--- config.mk ---
export PLATFORM = sky130hd
export DESIGN_NAME = mmio_regfile_axil_flat
export DESIGN_NICKNAME = d
export VERILOG_FILES = /design/src/rtl/mmio_regfile_axil_if.sv /design/src/rtl/mmio_regfile_axil.sv /design/src/flat_wrapper.sv
export SDC_FILE = /design/constraint.sdc
export NUM_CORES = 1
export LEC_CHECK = 0
export ABC_AREA = 1
export ABC_CLOCK_PERIOD_IN_PS = 5400
export CORE_AREA = 2 2 477 479
export DETAILED_ROUTE_END_ITERATION = 16
export DIE_AREA = 0 0 479 481
export GPL_TIMING_DRIVEN = 1
export SLEW_MARGIN = 20
export SYNTH_ARGS = -nofsm -noshare
export SYNTH_HDL_FRONTEND = slang
export SYNTH_SLANG_ARGS = --single-unit
--- constraint.sdc ---
create_clock -name fclk -period 5.4 [get_ports fclk]
set_input_delay 0.54 -clock fclk [delete_from_list [all_inputs] [get_ports fclk]]
set_output_delay 0.54 -clock fclk [all_outputs]
set_load 0.03 [all_outputs]
--- src/rtl/mmio_regfile_axil_if.sv ---
`default_nettype none
// +--------------------------------------------------------------------+
// | mmio_regfile_axil_if : AXI4-Lite bus bundle for the MMIO regfile   |
// | Rev 1.0                                                            |
// +--------------------------------------------------------------------+
interface mmio_regfile_axil_if;
   logic [31:0] awaddr;
   logic        awvalid;
   logic        awready;
   logic [31:0] wdata;
   logic [3:0]  wstrb;
   logic        wvalid;
   logic        wready;
   logic [1:0]  bresp;
   logic        bvalid;
   logic        bready;
   logic [31:0] araddr;
   logic        arvalid;
   logic        arready;
   logic [31:0] rdata;
   logic [1:0]  rresp;
   logic        rvalid;
   logic        rready;

   modport slave (
      input  awaddr, awvalid, wdata, wstrb, wvalid, bready, araddr, arvalid, rready,
      output awready, wready, bresp, bvalid, arready, rdata, rresp, rvalid
   );

   modport master (
      output awaddr, awvalid, wdata, wstrb, wvalid, bready, araddr, arvalid, rready,
      input  awready, wready, bresp, bvalid, arready, rdata, rresp, rvalid
   );
endinterface
`default_nettype wire

--- src/rtl/mmio_regfile_axil.sv ---
`default_nettype none
// +--------------------------------------------------------------------+
// | mmio_regfile_axil : AXI4-Lite register file with RO/pulse slots    |
// | and a camera response FIFO with level IRQ.  Rev 1.0                |
// +--------------------------------------------------------------------+
module mmio_regfile_axil #(
   parameter int                NREGS      = 16,
   parameter logic [31:0]       BASE_ADDR  = 32'h7000_0000,
   parameter logic [NREGS-1:0]  RO_MASK    = 16'h03E0,
   parameter logic [NREGS-1:0]  PULSE_MASK = 16'h0401,
   parameter int                RESP_W     = 18,
   parameter int                RESP_DEPTH = 4,
   parameter int                RESP_IDX   = 11,
   parameter int                STAT_IDX   = 12,
   parameter int                IRQEN_IDX  = 13
) (
   input  wire logic                  fclk,
   input  wire logic                  rst_n,
   mmio_regfile_axil_if.slave         bus,
   output logic [NREGS*32-1:0]        regs_out,
   output logic [NREGS-1:0]           wr_pulse,
   input  wire logic [NREGS*32-1:0]   ro_in,
   input  wire logic [RESP_W-1:0]     resp_data,
   input  wire logic                  resp_valid,
   output logic                       irq
);

   localparam int IDXW = $clog2(NREGS);
   localparam int PTRW = $clog2(RESP_DEPTH);
   localparam int CNTW = PTRW + 1;

   localparam logic [IDXW-1:0] RESP_SLOT  = IDXW'(RESP_IDX);
   localparam logic [IDXW-1:0] STAT_SLOT  = IDXW'(STAT_IDX);
   localparam logic [IDXW-1:0] IRQEN_SLOT = IDXW'(IRQEN_IDX);
   localparam logic [CNTW-1:0] FIFO_FULL  = CNTW'(RESP_DEPTH);

   localparam logic [1:0] RESP_OKAY   = 2'b00;
   localparam logic [1:0] RESP_SLVERR = 2'b10;

   function automatic logic in_window(input logic [31:2] a);
      return a[31:IDXW+2] == BASE_ADDR[31:IDXW+2];
   endfunction

   // ------------------------------------------------------------------
   // Write channel: AW and W latch independently, commit once both held
   // ------------------------------------------------------------------
   logic             aw_held_q, w_held_q, bvalid_q;
   logic [31:2]      aw_addr_q;
   logic [31:0]      w_data_q;
   logic [3:0]       w_strb_q;
   logic [1:0]       bresp_q;
   logic             aw_hs, w_hs, b_hs, commit, wr_ok;
   logic [IDXW-1:0]  wr_idx;

   assign aw_hs  = bus.awvalid & ~aw_held_q;
   assign w_hs   = bus.wvalid & ~w_held_q;
   assign b_hs   = bvalid_q & bus.bready;
   assign commit = aw_held_q & w_held_q & ~bvalid_q;
   assign wr_idx = aw_addr_q[IDXW+1:2];
   assign wr_ok  = in_window(aw_addr_q) && !RO_MASK[wr_idx];

   assign bus.awready = ~aw_held_q;
   assign bus.wready  = ~w_held_q;
   assign bus.bvalid  = bvalid_q;
   assign bus.bresp   = bresp_q;

   always_ff @(posedge fclk or negedge rst_n) begin
      if (!rst_n) begin
         aw_held_q <= 1'b0;
         w_held_q  <= 1'b0;
         bvalid_q  <= 1'b0;
         aw_addr_q <= '0;
         w_data_q  <= '0;
         w_strb_q  <= '0;
         bresp_q   <= RESP_OKAY;
      end else if (b_hs) begin
         aw_held_q <= 1'b0;
         w_held_q  <= 1'b0;
         bvalid_q  <= 1'b0;
      end else begin
         if (aw_hs) begin
            aw_held_q <= 1'b1;
            aw_addr_q <= bus.awaddr[31:2];
         end
         if (w_hs) begin
            w_held_q <= 1'b1;
            w_data_q <= bus.wdata;
            w_strb_q <= bus.wstrb;
         end
         if (commit) begin
            bvalid_q <= 1'b1;
            bresp_q  <= wr_ok ? RESP_OKAY : RESP_SLVERR;
         end
      end
   end

   // ------------------------------------------------------------------
   // Register storage
   // ------------------------------------------------------------------
   logic [31:0]      regs_q [NREGS];
   logic [31:0]      regs_d [NREGS];
   logic [NREGS-1:0] wr_pulse_q, wr_pulse_d;

   always_comb begin
      for (int i = 0; i < NREGS; i++) begin
         regs_d[i] = regs_q[i];
         // Pulse slots hold the written value only during the strobe cycle
         if (PULSE_MASK[i] && wr_pulse_q[i]) begin
            regs_d[i] = '0;
         end
      end
      if (commit && wr_ok) begin
         for (int b = 0; b < 4; b++) begin
            if (w_strb_q[b]) begin
               regs_d[wr_idx][8*b +: 8] = w_data_q[8*b +: 8];
            end
         end
      end
   end

   always_comb begin
      wr_pulse_d = '0;
      if (commit && wr_ok) begin
         wr_pulse_d[wr_idx] = 1'b1;
      end
   end

   always_ff @(posedge fclk or negedge rst_n) begin
      if (!rst_n) begin
         for (int i = 0; i < NREGS; i++) begin
            regs_q[i] <= '0;
         end
         wr_pulse_q <= '0;
      end else begin
         for (int i = 0; i < NREGS; i++) begin
            regs_q[i] <= regs_d[i];
         end
         wr_pulse_q <= wr_pulse_d;
      end
   end

   for (genvar gi = 0; gi < NREGS; gi++) begin : g_regs_out
      assign regs_out[32*gi +: 32] = regs_q[gi];
   end

   assign wr_pulse = wr_pulse_q;

   // ------------------------------------------------------------------
   // Response FIFO
   // ------------------------------------------------------------------
   logic [RESP_W-1:0] fifo_mem_q [RESP_DEPTH];
   logic [PTRW:0]     wr_ptr_q, rd_ptr_q;
   logic [CNTW-1:0]   fifo_count;
   logic [RESP_W-1:0] fifo_head;
   logic              fifo_nonempty, fifo_full;
   logic              fifo_push, fifo_pop, ovf_set, ovf_clr;
   logic              overflow_q;
   logic              r_hs, pop_pend_q;

   assign fifo_count    = wr_ptr_q - rd_ptr_q;
   assign fifo_nonempty = fifo_count != '0;
   assign fifo_full     = fifo_count == FIFO_FULL;
   assign fifo_head     = fifo_mem_q[rd_ptr_q[PTRW-1:0]];

   // A pop frees a slot in the same cycle, so a push against a full FIFO is
   // accepted whenever a pop coincides with it.
   assign fifo_pop  = r_hs & pop_pend_q;
   assign fifo_push = resp_valid & (~fifo_full | fifo_pop);
   assign ovf_set   = resp_valid & fifo_full & ~fifo_pop;
   assign ovf_clr   = commit & wr_ok & (wr_idx == STAT_SLOT);

   always_ff @(posedge fclk) begin
      if (fifo_push) begin
         fifo_mem_q[wr_ptr_q[PTRW-1:0]] <= resp_data;
      end
   end

   always_ff @(posedge fclk or negedge rst_n) begin
      if (!rst_n) begin
         wr_ptr_q   <= '0;
         rd_ptr_q   <= '0;
         overflow_q <= 1'b0;
      end else begin
         if (fifo_push) begin
            wr_ptr_q <= wr_ptr_q + 1'b1;
         end
         if (fifo_pop) begin
            rd_ptr_q <= rd_ptr_q + 1'b1;
         end
         if (ovf_set) begin
            overflow_q <= 1'b1;
         end else if (ovf_clr) begin
            overflow_q <= 1'b0;
         end
      end
   end

   // ------------------------------------------------------------------
   // Read channel: data captured at AR handshake, held until rready
   // ------------------------------------------------------------------
   logic             rvalid_q;
   logic [31:0]      rdata_q;
   logic [1:0]       rresp_q;
   logic             ar_hs;
   logic [IDXW-1:0]  rd_idx;
   logic [31:0]      rd_word;
   logic [1:0]       rd_resp;
   logic             rd_pop;

   assign ar_hs  = bus.arvalid & ~rvalid_q;
   assign r_hs   = rvalid_q & bus.rready;
   assign rd_idx = bus.araddr[IDXW+1:2];

   assign bus.arready = ~rvalid_q;
   assign bus.rvalid  = rvalid_q;
   assign bus.rdata   = rdata_q;
   assign bus.rresp   = rresp_q;

   always_comb begin
      rd_word = '0;
      rd_resp = RESP_OKAY;
      rd_pop  = 1'b0;
      if (!in_window(bus.araddr[31:2])) begin
         rd_word = 32'hDEAD_BEEF;
         rd_resp = RESP_SLVERR;
      end else if (rd_idx == RESP_SLOT) begin
         if (fifo_nonempty) begin
            rd_word[31]         = 1'b1;
            rd_word[RESP_W-1:0] = fifo_head;
            rd_pop              = 1'b1;
         end
      end else if (rd_idx == STAT_SLOT) begin
         rd_word[31]         = overflow_q;
         rd_word[CNTW-1:0]   = fifo_count;
      end else if (RO_MASK[rd_idx]) begin
         rd_word = ro_in[{rd_idx, 5'b0} +: 32];
      end else begin
         rd_word = regs_q[rd_idx];
      end
   end

   always_ff @(posedge fclk or negedge rst_n) begin
      if (!rst_n) begin
         rvalid_q   <= 1'b0;
         rdata_q    <= '0;
         rresp_q    <= RESP_OKAY;
         pop_pend_q <= 1'b0;
      end else if (ar_hs) begin
         rvalid_q   <= 1'b1;
         rdata_q    <= rd_word;
         rresp_q    <= rd_resp;
         pop_pend_q <= rd_pop;
      end else if (r_hs) begin
         rvalid_q   <= 1'b0;
         pop_pend_q <= 1'b0;
      end
   end

   // ------------------------------------------------------------------
   // Interrupt
   // ------------------------------------------------------------------
   logic irq_q;

   always_ff @(posedge fclk or negedge rst_n) begin
      if (!rst_n) begin
         irq_q <= 1'b0;
      end else begin
         irq_q <= fifo_nonempty & regs_q[IRQEN_SLOT][0];
      end
   end

   assign irq = irq_q;

   logic unused_addr_lsbs;
   assign unused_addr_lsbs = ^{bus.araddr[1:0], bus.awaddr[1:0]};

endmodule
`default_nettype wire

--- src/flat_wrapper.sv ---
// flat-port wrapper written by rule: the top's interface ports become plain ports
module mmio_regfile_axil_flat 
#(
   parameter int                NREGS      = 16,
   parameter logic [31:0]       BASE_ADDR  = 32'h7000_0000,
   parameter logic [NREGS-1:0]  RO_MASK    = 16'h03E0,
   parameter logic [NREGS-1:0]  PULSE_MASK = 16'h0401,
   parameter int                RESP_W     = 18,
   parameter int                RESP_DEPTH = 4,
   parameter int                RESP_IDX   = 11,
   parameter int                STAT_IDX   = 12,
   parameter int                IRQEN_IDX  = 13
)
  (fclk, rst_n, regs_out, wr_pulse, ro_in, resp_data, resp_valid, irq, bus_awaddr, bus_awvalid, bus_wdata, bus_wstrb, bus_wvalid, bus_bready, bus_araddr, bus_arvalid, bus_rready, bus_awready, bus_wready, bus_bresp, bus_bvalid, bus_arready, bus_rdata, bus_rresp, bus_rvalid);
  mmio_regfile_axil_if bus_i ();
  input  wire logic fclk;
  input  wire logic rst_n;
  output logic [NREGS*32-1:0] regs_out;
  output logic [NREGS-1:0] wr_pulse;
  input  wire logic [NREGS*32-1:0] ro_in;
  input  wire logic [RESP_W-1:0] resp_data;
  input  wire logic resp_valid;
  output logic irq;
  input wire logic [$bits(bus_i.awaddr)-1:0] bus_awaddr;
  input wire logic [$bits(bus_i.awvalid)-1:0] bus_awvalid;
  input wire logic [$bits(bus_i.wdata)-1:0] bus_wdata;
  input wire logic [$bits(bus_i.wstrb)-1:0] bus_wstrb;
  input wire logic [$bits(bus_i.wvalid)-1:0] bus_wvalid;
  input wire logic [$bits(bus_i.bready)-1:0] bus_bready;
  input wire logic [$bits(bus_i.araddr)-1:0] bus_araddr;
  input wire logic [$bits(bus_i.arvalid)-1:0] bus_arvalid;
  input wire logic [$bits(bus_i.rready)-1:0] bus_rready;
  output wire logic [$bits(bus_i.awready)-1:0] bus_awready;
  output wire logic [$bits(bus_i.wready)-1:0] bus_wready;
  output wire logic [$bits(bus_i.bresp)-1:0] bus_bresp;
  output wire logic [$bits(bus_i.bvalid)-1:0] bus_bvalid;
  output wire logic [$bits(bus_i.arready)-1:0] bus_arready;
  output wire logic [$bits(bus_i.rdata)-1:0] bus_rdata;
  output wire logic [$bits(bus_i.rresp)-1:0] bus_rresp;
  output wire logic [$bits(bus_i.rvalid)-1:0] bus_rvalid;
  assign bus_i.awaddr = bus_awaddr;
  assign bus_i.awvalid = bus_awvalid;
  assign bus_i.wdata = bus_wdata;
  assign bus_i.wstrb = bus_wstrb;
  assign bus_i.wvalid = bus_wvalid;
  assign bus_i.bready = bus_bready;
  assign bus_i.araddr = bus_araddr;
  assign bus_i.arvalid = bus_arvalid;
  assign bus_i.rready = bus_rready;
  assign bus_awready = bus_i.awready;
  assign bus_wready = bus_i.wready;
  assign bus_bresp = bus_i.bresp;
  assign bus_bvalid = bus_i.bvalid;
  assign bus_arready = bus_i.arready;
  assign bus_rdata = bus_i.rdata;
  assign bus_rresp = bus_i.rresp;
  assign bus_rvalid = bus_i.rvalid;
  mmio_regfile_axil #(.NREGS(NREGS), .BASE_ADDR(BASE_ADDR), .RO_MASK(RO_MASK), .PULSE_MASK(PULSE_MASK), .RESP_W(RESP_W), .RESP_DEPTH(RESP_DEPTH), .RESP_IDX(RESP_IDX), .STAT_IDX(STAT_IDX), .IRQEN_IDX(IRQEN_IDX)) u_core (.fclk(fclk), .rst_n(rst_n), .bus(bus_i), .regs_out(regs_out), .wr_pulse(wr_pulse), .ro_in(ro_in), .resp_data(resp_data), .resp_valid(resp_valid), .irq(irq));
endmodule
---- Word-level counts from Yosys, hierarchy flattened ----
Memories as Yosys holds them, arrays and structs flattened.
Cells that the tools add are included.
word-level totals
  RAM bits ................................ 72
  bits of input ports ..................... 638
  memories kept ........................... 3
  output and inout bits ................... 570
  bits in read-only memories .............. 32
  logic and storage cells ................. 146
  bits in registers ....................... 643
operators by class
  shift operators ......................... 1
  bitwise gates (word level) .............. 24
  reductions and logical operators ........ 14
  muxes and demuxes ....................... 57
  magnitude comparators ................... 6
  add/subtract/negate cells ............... 3
  eq/ne operators ......................... 6
memory list
  memory             words  width  rd ports  clocked after memory_dff  wr ports  line                      RTL
  u_core.fifo_mem_q  4      18     1         0                         1         mmio_regfile_axil.sv:151  logic [RESP_W-1:0] fifo_mem_q [RESP_DEPTH];
  (name not given)   16     1      1         0                         0         mmio_regfile_axil.sv:235  end else if (RO_MASK[rd_idx]) begin
  (name not given)   16     1      1         0                         0         mmio_regfile_axil.sv:60   assign wr_ok = in_window(aw_addr_q) && !RO_MASK[wr_idx];
operators with widths
  operator                                                                  count
  512-bit two-way mux                                                       8
  512-bit bitwise mux                                                       4
  32-bit demux with 4-bit select                                            4
  512-bit by 10-bit variable part select with 32-bit output                 1
  32-bit two-way mux                                                        7
  32-bit binary-select mux with 4-bit select                                1
  26-bit by 25-bit equality test with 1-bit output (second input constant)  2
  18-bit two-way mux                                                        2
  16-bit two-way mux                                                        2
  28-bit two-way mux                                                        1
  24-bit two-way mux                                                        1
  1-bit two-way mux                                                         21
  1-bit AND                                                                 14
  13-bit two-way mux                                                        1
  4-bit equality test (second input constant)                               3
  5-bit >= comparator (second input constant)                               2
  4-bit by 5-bit < comparator with 1-bit output (second input constant)     2
  4-bit inverter with 5-bit output                                          2
  2-bit nonzero test                                                        5
  8-bit two-way mux                                                         1
  1-bit inverter                                                            7
  3-bit by 1-bit adder with 3-bit output (second input constant)            2
  2-bit AND reduction                                                       3
  5-bit by 1-bit < comparator with 1-bit output (second input constant)     1
  other kinds (10)                                                          14

---- Longest topological paths before layout ----
Gate-level depths: netlist (run 1).
  depth in word-level cells ............... 17
  depth in mapped cells ................... 14
  mapped depth without buffers ............ 12

---- Worst setup path after synthesis (run 1) ----
Ideal clock, no wire load.
  path kind ............................... register to register
  start point ............................. register u_core.wr_ptr_q[0]
  end point ............................... memory u_core.fifo_mem_q[3][0] (enable)
  cell stages (with the launch flop) ...... 9
  path slack .............................. 2.585 ns
  library setup time ...................... 0.395 ns
  period minus slack after synthesis ...... 2.815 ns
  data arrival time ....................... 2.420 ns
  path buffers ............................ 0
  required time ........................... 5.005 ns
  cell sequence ........................... dfrtp_1 > inv_1 > ha_1 > fa_1 > xor2_1 > xor2_1 > nand4_1 > nand2_1 > nor2_1
between the ends
  longest elaborated chain between the ends .. 7
ends and longest elaborated chain
  element                                  line                      RTL
  start: declaration                       mmio_regfile_axil.sv:152  logic [PTRW:0] wr_ptr_q, rd_ptr_q;
  start signal: assignment                 mmio_regfile_axil.sv:185  wr_ptr_q <= wr_ptr_q + 1'b1;
  3-bit subtractor                         mmio_regfile_axil.sv:160  assign fifo_count = wr_ptr_q - rd_ptr_q;
  3-bit equality test                      mmio_regfile_axil.sv:162  assign fifo_full = fifo_count == FIFO_FULL;
  1-bit inverter                           mmio_regfile_axil.sv:168  assign fifo_push = resp_valid & (~fifo_full | fifo_pop);
  1-bit bitwise OR                         mmio_regfile_axil.sv:168
  1-bit AND                                mmio_regfile_axil.sv:168
  1-bit two-way mux                        mmio_regfile_axil.sv:173  if (fifo_push) begin
  1-bit two-way mux (implied by the code)  mmio_regfile_axil.sv:174  fifo_mem_q[wr_ptr_q[PTRW-1:0]] <= resp_data;
  end: declaration                         mmio_regfile_axil.sv:151
Several ways; a longest one is shown, not always the timed one.

==> flow_summary.ini, run 1 <==
[sta]
final.setup_skew_ns = 0.0964
grt_setup_unrepaired = false
drv_slew = 0
finalSetupViolations = 0
max_freq_ghz = 0.301
finalCritPeriodShare_pct = 61.6
fin_tns_setup_ns = 0
fin_crit_ns = 3.33
tightest_slew_ns = 1.16
hold_violations = 0
max-slew-margin-rel_pct = 22.3

[cells_and_area]
drive_above_1_share_pct = 6.07
layout.core_utilization_pct = 23.7
final_area_um2 = 53600
areaGrowthSynthToFinish_pct = 44.3
fin_nets = 6253

[grt]
grt_overflow = 0
track_usage_pct = 20.1
vias_in_the_first_global_route = 36100
grt_pass1_wl_um = 318000
grt_start_max_net_pins = 152
initial_antenna_violation_count = 70

[die]
effective_utilization_at_floorplan_pct = 16.5
floorplan.die.height_um = 481
floorplan.core_area_um2 = 226000
die-area_um2 = 230000
chipWidth_um = 479
placementRows = 175
num_io_pins = 1208

[setup_path]
worst_setup_path_start_kind = flip-flop
critical_path_required_ns = 6.07
worstRegToRegCells = 8
worst_setup_path_end_kind = flip-flop
worstPathArrival_ns = 3.99
critPathMaxFanout = 115
crit-reg2reg-capture = u_core.regs_out[12]
r2r_setup_slack_ns = 2.07
timing_worst_setup_path_type = flip-flop to flip-flop
reg2reg_from = u_core.aw_addr_q[4]

[worst_hold_path]
timing.hold.worst.start = bus_wdata[24]
whs_path_depth = 3
hold_path_end = u_core.w_data_q[24]
min_path_type = input port to flip-flop

[placement]
placed_area_um2 = 50300
place_hpwl_um = 186000
portBuffers = 1055
gp_congestion = 0.892

[drt]
firstDrtPassIters = 8
drt-initial-drc-count = 3733
vias_per_cell = 4.32
overall_routed_net_length_um = 241000
antenna_left = 0
drc = 0
detailroute.via_count = 37600
wire_per_inst_um = 27.7

[flow_run]
timing.max_cap.violations = 0

[clock_tree]
cts-root-to-sink-buffers = 3
clock_pin_slew_of_the_registers_on_the_worst_case_setup_and_hold_paths_ns = 0.06
cts_made_buffers = 93
total_clock_sinks = 713
clockRootBuffer = sky130_fd_sc_hd__clkbuf_16
clock_tree_from_tritoncts = yes
clkLatencyLatePin_ns = 0.78
h-tree-depth = 3

[synthesis]
synth.distinct_cells = 48
ys.flop_type = sky130_fd_sc_hd__dfrtp_1
synthArstFlopShare_pct = 89.9
synth.ff_latch_count = 713
synth_sequential_area_ratio_pct = 49.0
syn_inst = 4853
syn_area_per_cell_um2 = 7.66
ys.warnings.count = 0
count_of_flip_flops_with_a_built_in_enable_after_synthesis = 72
syn_area_um2 = 37200

[power_and_ir_drop]
power_density_nw_per_um2 = 308
vdd_ir_drop_max_mv = 0.363
p_leak_nw = 24.6

[run_status]
outcome = complete, no violations
[power by group]
part	switching, mW	internal [mW]
logic	2.85	0.892
registers	0.309	5.82
clock network	2.88	3.74
total	6.04	10.4
[worst max-delay path by stage]
stage | start | endpoint | slack, ns | cells after the start
after floorplan | u_core.wr_ptr_q[0] | u_core.fifo_mem_q[3][0] | 2.58 | 8
after global placement | bus_araddr[2] | u_core.bus.rdata[5] | 1.23 | 7
after detailed placement | bus_arvalid | u_core.bus.rdata[17] | 1.61 | 10
after CTS | u_core.bus.rvalid | u_core.bus.rdata[17] | 2.03 | 10
after global routing | u_core.bus.rvalid | u_core.bus.rdata[17] | 1.89 | 10
final | u_core.aw_addr_q[4] | u_core.regs_out[12] | 2.07 | 8
[placed cells by master, fill, tap and decap left out, types with 6 or more instances in the layout]
cell / count
sky130_fd_sc_hd__nor3_1: 6
sky130_fd_sc_hd__mux2_2: 23
sky130_fd_sc_hd__nor4_1: 6
sky130_fd_sc_hd__clkbuf_16: 95
sky130_fd_sc_hd__nor2_4: 12
sky130_fd_sc_hd__clkbuf_8: 18
sky130_fd_sc_hd__or2_2: 6
sky130_fd_sc_hd__inv_6: 7
sky130_fd_sc_hd__diode_2: 28
sky130_fd_sc_hd__clkinv_2: 14
sky130_fd_sc_hd__clkinv_1: 6
sky130_fd_sc_hd__conb_1: 7
sky130_fd_sc_hd__nand2_1: 1034
sky130_fd_sc_hd__nand3_4: 29
sky130_fd_sc_hd__buf_12: 15
sky130_fd_sc_hd__edfxtp_1: 72
sky130_fd_sc_hd__clkbuf_1: 17
sky130_fd_sc_hd__o21ai_0: 521
sky130_fd_sc_hd__buf_4: 76
sky130_fd_sc_hd__clkinv_16: 6
sky130_fd_sc_hd__o22ai_1: 108
sky130_fd_sc_hd__ha_1: 6
sky130_fd_sc_hd__o211ai_1: 17
sky130_fd_sc_hd__a21oi_1: 213
sky130_fd_sc_hd__clkdlybuf4s50_1: 1052
sky130_fd_sc_hd__dfrtp_1: 635
sky130_fd_sc_hd__inv_8: 6
sky130_fd_sc_hd__inv_1: 697
sky130_fd_sc_hd__nand3_1: 160
sky130_fd_sc_hd__nand4_1: 300
sky130_fd_sc_hd__nor2_1: 461
[kinds of logic after synthesis]
group                      synth area share, %
other                                   0.0101
AOI/OAI and AO/OA                         12.3
xor gates and xnor gates                 0.165
adders and majority gates                0.256
and+or+nand+nor                           24.4
muxes                                    0.724
DFF                                       49.0
buffers and inverters                     13.1
[final cells by class]
type	count	area (um^2)
diodes	28	70.1
clock buffers	130	2690
clock inverters	43	536
fillers	24700	172000
inverters	707	2670
multi-input cells	2945	14200
flip-flops and latches	713	18200
well taps	3009	3760
repair buffers	1148	11500
[critical path, stage by stage (launching register included)]
cell and delay (ns):
sky130_fd_sc_hd__dfrtp_1 0.44, sky130_fd_sc_hd__inv_2 0.11, sky130_fd_sc_hd__nor2_2 0.17, sky130_fd_sc_hd__a22oi_2 0.27, sky130_fd_sc_hd__nand4_2 0.15, sky130_fd_sc_hd__nor2_4 0.33
sky130_fd_sc_hd__buf_12 0.53, sky130_fd_sc_hd__nand3_1 0.70, sky130_fd_sc_hd__o21ai_0 0.44
[synth_stat cells, drive strengths merged (6+ instances only)]
cell	count	area, um^2
o21ai	524	2620
dfrtp	641	16000
nand2	1034	3880
nand3	190	1300
clkbuf	375	1410
a21oi	214	1070
o22ai	108	676
edfxtp	72	2160
inv	703	2640
nor3	7	40.0
nor2	478	1830
o211ai	17	128
nor4	7	50.1
mux2	23	259
buf	119	821
nand4	301	1890
or2	7	43.8
ha	6	75.1
[through the flow]
| stage | power, mW | std cells | setup WS, ns | hold slack [ns] |
|---|---|---|---|---|
| after CTS | 16.7 | 8695 | 2.03 | 0.245 |
| after global routing | 17.1 | 8701 | 1.89 | 0.282 |
| after detailed placement | 10.0 | 8521 | 1.61 | 0.364 |
| final | 16.5 | 8723 | 2.07 | 0.327 |
| after floorplan | 7.90 | 4859 | 2.58 | 0.244 |
| after global placement | 9.95 | 8520 | 1.23 | 0.364 |
[metal layers]
layer  vias to the layer above  track usage, %  wire length [um]
met5                         -               0               117
met4                        20            9.00             12800
met3                       343            5.34             18200
met2                      1773            31.5            107000
met1                     18400            25.9            103000
li1                      17100               -                 -
[what timing repair did]
item,4_1_cts,5_1_grt
buffers inserted,0,0
resized for setup,0,0
hold buffers,1,0
endpoints found under the hold margin,79,0
Note: power is estimated with default switching activity, not from simulation.
==> inputs of run 2 (changes only) <==
Settings changed: ABC_CLOCK_PERIOD_IN_PS 5400 to 3500, CORE_AREA 2 2 477 479 to 2 2 468 470, DIE_AREA 0 0 479 481 to 0 0 470 472.
Clock period 5.4 ns to 3.5 ns, I/O delays scaled along.
==> run 2 against run 1 <==
First-iteration DRC count is 8.8% lower. Largest power group unchanged. Via count is 1.2% higher. Power is 56% higher. Largest cell class unchanged. Die area is 3.7% lower.
==> flow_summary.ini, run 2 (synthesized netlist as in run 1, its figures left out) <==
[cells_and_area]
areaGrowthSynthToFinish_pct = 46.1
final.fill_count = 23600
most_common_cell_after_layout_fill_and_taps_aside = sky130_fd_sc_hd__clkdlybuf4s50_1
final_area_um2 = 54300
fin_nets = 6333
layout_common_cells = sky130_fd_sc_hd__clkdlybuf4s50_1 (1052), sky130_fd_sc_hd__nand2_1 (1034), sky130_fd_sc_hd__inv_1 (697)
drive_above_1_share_pct = 7.27

[setup_path]
worstPathArrival_ns = 3.48
crit_start = u_core.aw_addr_q[21]
reg2reg_from = u_core.aw_addr_q[21]
worst_setup_path_start_kind = flip-flop
critical_path_required_ns = 4.14
crit-reg2reg-capture = u_core.regs_out[21]
worst_setup_path_end_kind = flip-flop
critPathMaxFanout = 22
r2r_setup_slack_ns = 0.66
timing_worst_setup_path_type = flip-flop to flip-flop
worstRegToRegCells = 8

[grt]
grt_pass1_wl_um = 322000
vias_in_the_first_global_route = 36800
grtUsageMet2_pct = 33.0
track_usage_pct = 21.1
grt_start_max_net_pins = 104
grt.busiest_layer = met2
globalRouteMet1Util_pct = 26.6
grt_overflow = 0
globalRouteMet3Util_pct = 5.96
initial_antenna_violation_count = 55

[clock_tree]
clockRootBuffer = sky130_fd_sc_hd__clkbuf_16
h-tree-depth = 3
cts_made_buffers = 94
clock_pin_slew_of_the_registers_on_the_worst_case_setup_and_hold_paths_ns = 0.07
total_clock_sinks = 713
clkLatencyLatePin_ns = 0.76
cts-root-to-sink-buffers = 3
quantity_of_gates_resized_following_cts = 0
clock_tree_from_tritoncts = yes

[placement]
place_hpwl_um = 192000
gp_congestion = 0.920
portBuffers = 1055
placed_area_um2 = 51000

[drt]
vias_per_cell = 4.41
wire_per_inst_um = 28.0
antenna_left = 0
overall_routed_net_length_um = 242000
firstDrtPassIters = 6
drc = 0
detailroute.via_count = 38100
drt-initial-drc-count = 3406

[sta]
finalSetupViolations = 0
max-slew-margin-rel_pct = 16.1
finalCritPeriodShare_pct = 81.2
fin_crit_ns = 2.84
drv_slew = 0
fin_tns_setup_ns = 0
hold_violations = 0
final.setup_skew_ns = 0.0643
max_freq_ghz = 0.352
tightest_slew_ns = 1.24
grt_setup_unrepaired = false

[worst_hold_path]
hold_path_end = u_core.w_data_q[14]
whs_path_depth = 3
min_path_type = input port to flip-flop
timing.hold.worst.start = bus_wdata[14]

[die]
effective_utilization_at_floorplan_pct = 17.2
chipWidth_um = 470
placementRows = 171
floorplan.core_area_um2 = 217000
num_io_pins = 1208
die-area_um2 = 222000
floorplan.die.height_um = 472

[power_and_ir_drop]
p_leak_nw = 25.1
power_density_nw_per_um2 = 474
totalPowerFinal_mw = 25.8
vdd_ir_drop_max_mv = 0.593

[run_status]
outcome = complete, no violations

[flow_run]
timing.max_cap.violations = 0
[run 2: cell types whose count changed in the layout (fill, tap and decap cells not counted), sizes merged]
| cell | previous run | this run |
|---|---|---|
| inv | 713 | 709 |
| clkbuf | 130 | 125 |
| clkinv | 28 | 30 |
| diode | 28 | 21 |
| bufinv | 4 | 10 |
| buf | 95 | 174 |
[run 2: power breakdown]
| group | internal (mW) | total [mW] | leakage (nW) | switching, mW |
|---|---|---|---|---|
| clock | 6.02 | 10.4 | 1.57 | 4.35 |
| combinational | 1.51 | 5.73 | 14.3 | 4.22 |
| sequential | 8.98 | 9.65 | 9.25 | 0.674 |
| total | 16.5 | 25.8 | 25.1 | 9.25 |
[run 2: cell type report]
class / instances / area, um^2 / area share (%)
Antenna cell: 21 / 52.6 / 0.0968
Inverter: 707 / 2670 / 4.92
Multi-Input combinational cell: 2945 / 14200 / 26.2
Tap cell: 2854 / 3570 / 6.58
Timing Repair Buffer: 1227 / 12300 / 22.7
Clock inverter: 47 / 661 / 1.22
Clock buffer: 125 / 2600 / 4.79
Sequential cell: 713 / 18200 / 33.6
[run 2: worst max path at each step]
stage,to,slack (ns),cells past startpoint
2_1_floorplan,u_core.fifo_mem_q[3][0],0.68,8
3_3_place_gp,u_core.bus.rdata[3],0.05,9
3_5_place_dp,u_core.bus.rdata[9],0.12,9
4_1_cts,u_core.regs_out[21],0.64,8
5_1_grt,u_core.regs_out[16],0.44,8
6_report,u_core.regs_out[21],0.66,8
[run 2: repair_timing]
action / 4_1_cts / 5_1_grt
setup buffers: 0 / 0
endpoints found under the setup margin: 0 / 0
hold buffers: 1 / 0
hold endpoints to repair: 63 / 0
[run 2: metal layers]
metal	up-vias	part of all wire [%]	wire, um
met2	1771	45	108000
met1	18700	42	101000
li1	17200	-	-
met4	32	5.7	13800
met3	366	7.9	19100
met5	-	0.086	207
[run 2: per-stage QoR]
stage | setup WS [ns] | util [%] | cells | hold slack (ns)
finish | 0.657 | 25.1 | 8639 | 0.151
global route | 0.437 | 25.1 | 8628 | 0.113
CTS | 0.643 | 25.1 | 8618 | 0.0750
detailed placement | 0.122 | 23.5 | 8445 | 0.364
global placement | 0.0461 | 23.5 | 8445 | 0.364
floorplan | 0.685 | - | 4859 | 0.0544
[run 2: critical path: stages, from the launching register on]
cell,delay (ns)
sky130_fd_sc_hd__dfrtp_1,0.38
sky130_fd_sc_hd__nor3_1,0.19
sky130_fd_sc_hd__nor3b_1,0.37
sky130_fd_sc_hd__nand2_1,0.17
sky130_fd_sc_hd__nor2_4,0.25
sky130_fd_sc_hd__buf_12,0.23
sky130_fd_sc_hd__buf_4,0.25
sky130_fd_sc_hd__nand3_1,0.47
sky130_fd_sc_hd__o21ai_0,0.38
